[src/rtl/serial_subtractor_if.sv]
// serial_subtractor_if: start/busy/done handshake and operand/result bus for serial_subtractor
// SERIAL_SUB_OVF_EN adds the signed overflow flag ovf to the bus
interface serial_subtractor_if #(parameter int WIDTH = 8);
   logic             start;
   logic [WIDTH-1:0] a;
   logic [WIDTH-1:0] b;
   logic             busy;
   logic             done;
   logic [WIDTH-1:0] diff;
   logic             bout;
`ifdef SERIAL_SUB_OVF_EN
   logic             ovf;
   modport master (output start, a, b, input busy, done, diff, bout, ovf);
   modport slave (input start, a, b, output busy, done, diff, bout, ovf);
`else
   modport master (output start, a, b, input busy, done, diff, bout);
   modport slave (input start, a, b, output busy, done, diff, bout);
`endif
endinterface

[src/rtl/serial_subtractor.sv]
// serial_subtractor: bit-serial unsigned a - b, LSB first, one full-subtractor step per clock
// SERIAL_SUB_OVF_EN enables the signed overflow output ovf
module serial_subtractor #(parameter int WIDTH = 8) (
   input logic               clk,
   input logic               rst,
   serial_subtractor_if.slave bus
);
   localparam int CW = $clog2(WIDTH);
   localparam logic [CW-1:0] LAST = CW'(WIDTH - 1);
   typedef enum logic [1:0] {IDLE, RUN, DONE} state_t;
   state_t           state, nxt;
   logic [WIDTH-1:0] sa, sb, sd, diff;
   logic [CW-1:0]    cnt;
   logic             borrow, bout, d, bnext, accept, last;
   assign d      = sa[0] ^ sb[0] ^ borrow;
   assign bnext  = (~sa[0] & sb[0]) | (~(sa[0] ^ sb[0]) & borrow);
   assign accept = bus.start && state != RUN;
   assign last   = state == RUN && cnt == LAST;
   assign bus.diff = diff;
   assign bus.bout = bout;
   always_ff @(posedge clk)
      if (rst) state <= IDLE;
      else state <= nxt;
   always_comb
      nxt = accept ? RUN : state == RUN ? (last ? DONE : RUN) : IDLE;
   always_comb begin
      bus.busy = state == RUN;
      bus.done = state == DONE;
   end
   // diff/bout are only loaded on the final step so partial results never show
   always_ff @(posedge clk)
      if (rst) begin
         sa     <= '0;
         sb     <= '0;
         sd     <= '0;
         borrow <= 1'b0;
         cnt    <= '0;
         diff   <= '0;
         bout   <= 1'b0;
      end else if (accept) begin
         sa     <= bus.a;
         sb     <= bus.b;
         borrow <= 1'b0;
         cnt    <= '0;
      end else if (state == RUN) begin
         sa     <= sa >> 1;
         sb     <= sb >> 1;
         sd     <= {d, sd[WIDTH-1:1]};
         borrow <= bnext;
         cnt    <= last ? cnt : cnt + 1'b1;
         if (last) begin
            diff <= {d, sd[WIDTH-1:1]};
            bout <= bnext;
         end
      end
`ifdef SERIAL_SUB_OVF_EN
   logic am, bm, ovf;
   assign bus.ovf = ovf;
   // on the last step d is the result MSB
   always_ff @(posedge clk)
      if (rst) begin
         am  <= 1'b0;
         bm  <= 1'b0;
         ovf <= 1'b0;
      end else if (accept) begin
         am <= bus.a[WIDTH-1];
         bm <= bus.b[WIDTH-1];
      end else if (last) ovf <= (am != bm) && (d != am);
`endif
endmodule
[src/flat_wrapper.sv]
// flat-port wrapper written by rule: the top's interface ports become plain ports
module serial_subtractor_flat 
#(parameter int WIDTH = 8)
  (clk, rst, bus_start, bus_a, bus_b, bus_busy, bus_done, bus_diff, bus_bout);
  serial_subtractor_if #(.WIDTH(WIDTH)) bus_i ();
  input logic clk;
  input logic rst;
  input wire logic [$bits(bus_i.start)-1:0] bus_start;
  input wire logic [$bits(bus_i.a)-1:0] bus_a;
  input wire logic [$bits(bus_i.b)-1:0] bus_b;
  output wire logic [$bits(bus_i.busy)-1:0] bus_busy;
  output wire logic [$bits(bus_i.done)-1:0] bus_done;
  output wire logic [$bits(bus_i.diff)-1:0] bus_diff;
  output wire logic [$bits(bus_i.bout)-1:0] bus_bout;
  assign bus_i.start = bus_start;
  assign bus_i.a = bus_a;
  assign bus_i.b = bus_b;
  assign bus_busy = bus_i.busy;
  assign bus_done = bus_i.done;
  assign bus_diff = bus_i.diff;
  assign bus_bout = bus_i.bout;
  serial_subtractor #(.WIDTH(WIDTH)) u_core (.clk(clk), .rst(rst), .bus(bus_i));
endmodule
[config.mk]
export PLATFORM = sky130hd
export DESIGN_NAME = serial_subtractor_flat
export DESIGN_NICKNAME = d
export VERILOG_FILES = /design/src/rtl/serial_subtractor_if.sv /design/src/rtl/serial_subtractor.sv /design/src/flat_wrapper.sv
export SDC_FILE = /design/constraint.sdc
export NUM_CORES = 1
export LEC_CHECK = 0
export ABC_AREA = 1
export BUFFER_PORTS_ARGS = -buffer_cell sky130_fd_sc_hd__buf_2
export CAP_MARGIN = 20
export CORE_UTILIZATION = 54
export CTS_CLUSTER_DIAMETER = 40
export CTS_CLUSTER_SIZE = 14
export DETAILED_ROUTE_END_ITERATION = 16
export PLACE_DENSITY = 0.85
export SETUP_SLACK_MARGIN = 0.4
export SYNTH_ARGS = -nofsm -noshare
export SYNTH_HDL_FRONTEND = slang
export SYNTH_SLANG_ARGS = --single-unit
[constraint.sdc]
create_clock -name clk -period 1.5 [get_ports clk]
set_clock_uncertainty 0.15 [all_clocks]
set_input_delay 0.3 -clock clk [delete_from_list [all_inputs] [get_ports clk]]
set_output_delay 0.3 -clock clk [all_outputs]
set_load 0.02 [all_outputs]
==> impl_metrics.csv <==
group,metric,value,unit
status,status,"finished clean",
cts,clock_latency,0.36,ns
final_layout,seq_area,786,um^2
final_layout,diodes,0,
sta,drv_slew,0,
power_and_ir_drop,finalPower,2.34,mW
worst_setup_path,ff2ff_setup_slack,0.01,ns
hold_path,hold_class,"in -> reg",
cts,clockRootBuffer,"clkbuf_4",
power_and_ir_drop,p_per_area,1000,nW/um^2
grt,grt_pass1_wl,6.49,mm
cts,cts_htree_levels,2,
floorplanning,rows,19,
routing,wl,4.49,mm
synth,ys_types,18,
worst_setup_path,critPathCaptureType,"primary output",
grt,top_usage_layer,"met2",
routing,drtAntennaViolNets,0,
sta,setup_viol_count_final,0,
floorplanning,die_h,56.4,um
power_and_ir_drop,leakagePower,1.10,nW
placement,portBuffers,29,
final_layout,num-fill-cells,154,
cts,clkSlewWorstSetupHoldPaths,0.12,ns
floorplanning,initial_core_util,57.5,%
grt,track_usage,27.1,%
sta,post-route-period-util,99.1,%
synth,netlist_area,1600,um^2
routing,drt-vias-per-instance,5.43,
worst_setup_path,path_max_fanout,3,
grt,gr-usage-met1,32.2,%
routing,via_count,1606,
final_layout,postLayoutCoreUtil,84.1,%
synth,netlist_instances,222,
sta,finalHoldViolations,0,
floorplanning,die_x,56.4,um
synth,yosys_warnings,0,
synth,yosys.area_share.simple,35.7,%
placement,place_congestion,0.721,
synth,yosys.area.top_type_share,47.5,%
grt,antenna_found_initial,0,
sta,grt_setup_unrepaired,"yes",
final_layout,multiInputGateArea,875,um^2
cts,cts_tree,"yes",
cts,cts_max_path_buffers,2,
final_layout,layout.nets,286,
synth,synthMuxAreaShare,0,%
power_and_ir_drop,ir_drop,1130,uV
synth,synth.avg_cell_area,7.21,um^2
synth,synthAdderAreaFrac,2.81,%
sta,relSlewSlack,81.5,%
worst_setup_path,critPathRequiredTime,1.05,ns
worst_setup_path,crit_arrival,1.04,ns
sta,fin_crit,1.49,ns
cts,cts_sinks,38,
final_layout,synthToLayoutAreaGrowth,46.2,%
floorplanning,core_area,2780,um^2
synth,synth_fp_nets,244,
synth,synth_xor_area_share,0,%
placement,hpwl,2.19,mm
routing,drcViolationCount,0,
final_layout,drive_gt1_share,41.1,%
grt,grt_max_degree,41,
floorplanning,ioPinCount,30,
cts,numCtsBuffers,5,
floorplanning,die_area,3180,um^2
synth,synth_compound_area_share,4.69,%
sta,fmax,673,MHz
flow_run,cap_violations,0,
routing,dr.pass1.iters,4,
grt,grt-ovfl-total,0,
sta,worst_pin_slew,0.275,ns
grt,met2_usage,44.2,%
synth,seq_area_frac_synth,47.5,%
routing,drt_iter0_markers,126,
worst_setup_path,start_kind,"flop",
synth,ys_top_cells_by_area,"dfxtp_1 48%, nand3_1 17%, nand2_1 13%",
synth,synth_top_family_by_area,"simple AND/OR/NAND/NOR gates",
routing,wl_per_cell,15.2,um
synth,ys_seq_elements,38,
worst_setup_path,critical_path_class,"reg -> out",
grt,use_met3,8.53,%
grt,grt_pass1_vias,1451,
synth,synth_top_area_cell,"dfxtp_1",
## metrics by stage
stage               area (um^2)  hold WS (ns)  setup TNS [ns]  worst slack (ns)  cells
CTS                        2190        0.0574               0            0.0516    291
global placement           1830         0.281               0             0.215    276
detailed placement         1830         0.302               0             0.187    276
floorplan                  1680         0.219               0             0.244    222
finish                     2340        0.0801               0            0.0140    296
global route               2340        0.0674         -0.0219           -0.0175    296
## power by group
| part | total, mW | internal, mW | switching [mW] | leakage (nW) |
|---|---|---|---|---|
| Combinational | 0.336 | 0.156 | 0.181 | 0.726 |
| Clock | 0.916 | 0.564 | 0.352 | 0.0585 |
| Sequential | 1.09 | 1.05 | 0.0388 | 0.319 |
| Total | 2.34 | 1.77 | 0.571 | 1.10 |
## synth_stat cells
library cell and count:
o21ai_1 2, nor2_4 1, buf_2 7, inv_1 18
nand2_1 57, a21oi_1 6, nor2_1 17, clkbuf_1 2
ha_1 2, fa_1 1, nor2_2 1, dfxtp_1 38
nand3_1 54, buf_4 2, o21ai_0 7, or2_1 1
buf_1 1, inv_2 5
## cells by family (layout without fill, tap and decap cells)
group	count (synthesis)	after routing
compound gates	15	15
flops	38	38
simple gates	131	132
fa+ha+maj	3	3
buf+inv	35	77
## sequential cells by signal, summed over array words and instances (netlist names)
register	flops
u_core.cnt	3
u_core.bus.bout	1
u_core.bus.diff	8
u_core.state	2
u_core.sd	7
u_core.sb	8
u_core.borrow	1
u_core.sa	8
## cells in the final DEF, fill, tap and decap left out, types with 2 or more instances in the layout
master / instances
o21ai_1: 2
ha_4: 2
buf_8: 2
nor2_1: 5
buf_6: 12
bufinv_16: 2
nand3_2: 2
nor2_2: 6
buf_12: 3
dfxtp_1: 22
inv_1: 15
inv_4: 2
nand2_2: 4
inv_2: 6
nand3_1: 51
a21oi_1: 3
buf_2: 18
dfxtp_2: 14
nor2_4: 8
o21ai_0: 4
nand2_1: 52
a21oi_2: 3
o21ai_2: 2
dfxtp_4: 2
buf_4: 7
clkbuf_4: 5
## final timing paths
| check | startpoint | end | cells past startpoint |
|---|---|---|---|
| worst min register to register | u_core.bus.diff[7]$_SDFFE_PP0P_ | u_core.bus.diff[7]$_SDFFE_PP0P_ | 2 |
| worst max-delay path | u_core.state[0]$_SDFF_PP0_ | bus_busy | 3 |
| worst min-delay path | bus_a[7] | u_core.sa[7]$_SDFFE_PP0P_ | 3 |
| worst max register to register | u_core.state[0]$_SDFF_PP0_ | u_core.bus.diff[3]$_SDFFE_PP0P_ | 8 |
## timing repair
action,CTS,global route
hold endpoints to repair,2,0
buffers inserted,4,3
hold buffers,1,0
resized for setup,56,28
setup endpoints to repair,49,49
gates cloned,2,2
pin swaps,9,6
## worst max-delay path, stage by stage, from the launching register on
cell and delay (ns):
dfxtp_4 0.40, inv_4 0.04, nor2_4 0.10, buf_6 0.13
## layer usage
layer,vias to the layer above,routed length [um]
met2,60,2420
met5,-,0
li1,796,-
met4,0,111
met1,738,1750
met3,12,207
## final cells by class
cell class | count | area share [%]
Inverter | 23 | 3.90
Timing Repair inverter | 1 | 0.321
Tap cell | 31 | 1.66
Multi-Input combinational cell | 150 | 37.4
Clock inverter | 2 | 2.57
Sequential cell | 38 | 33.6
Clock buffer | 6 | 2.19
Timing Repair Buffer | 45 | 18.4
(Power assumes the default switching activity.)
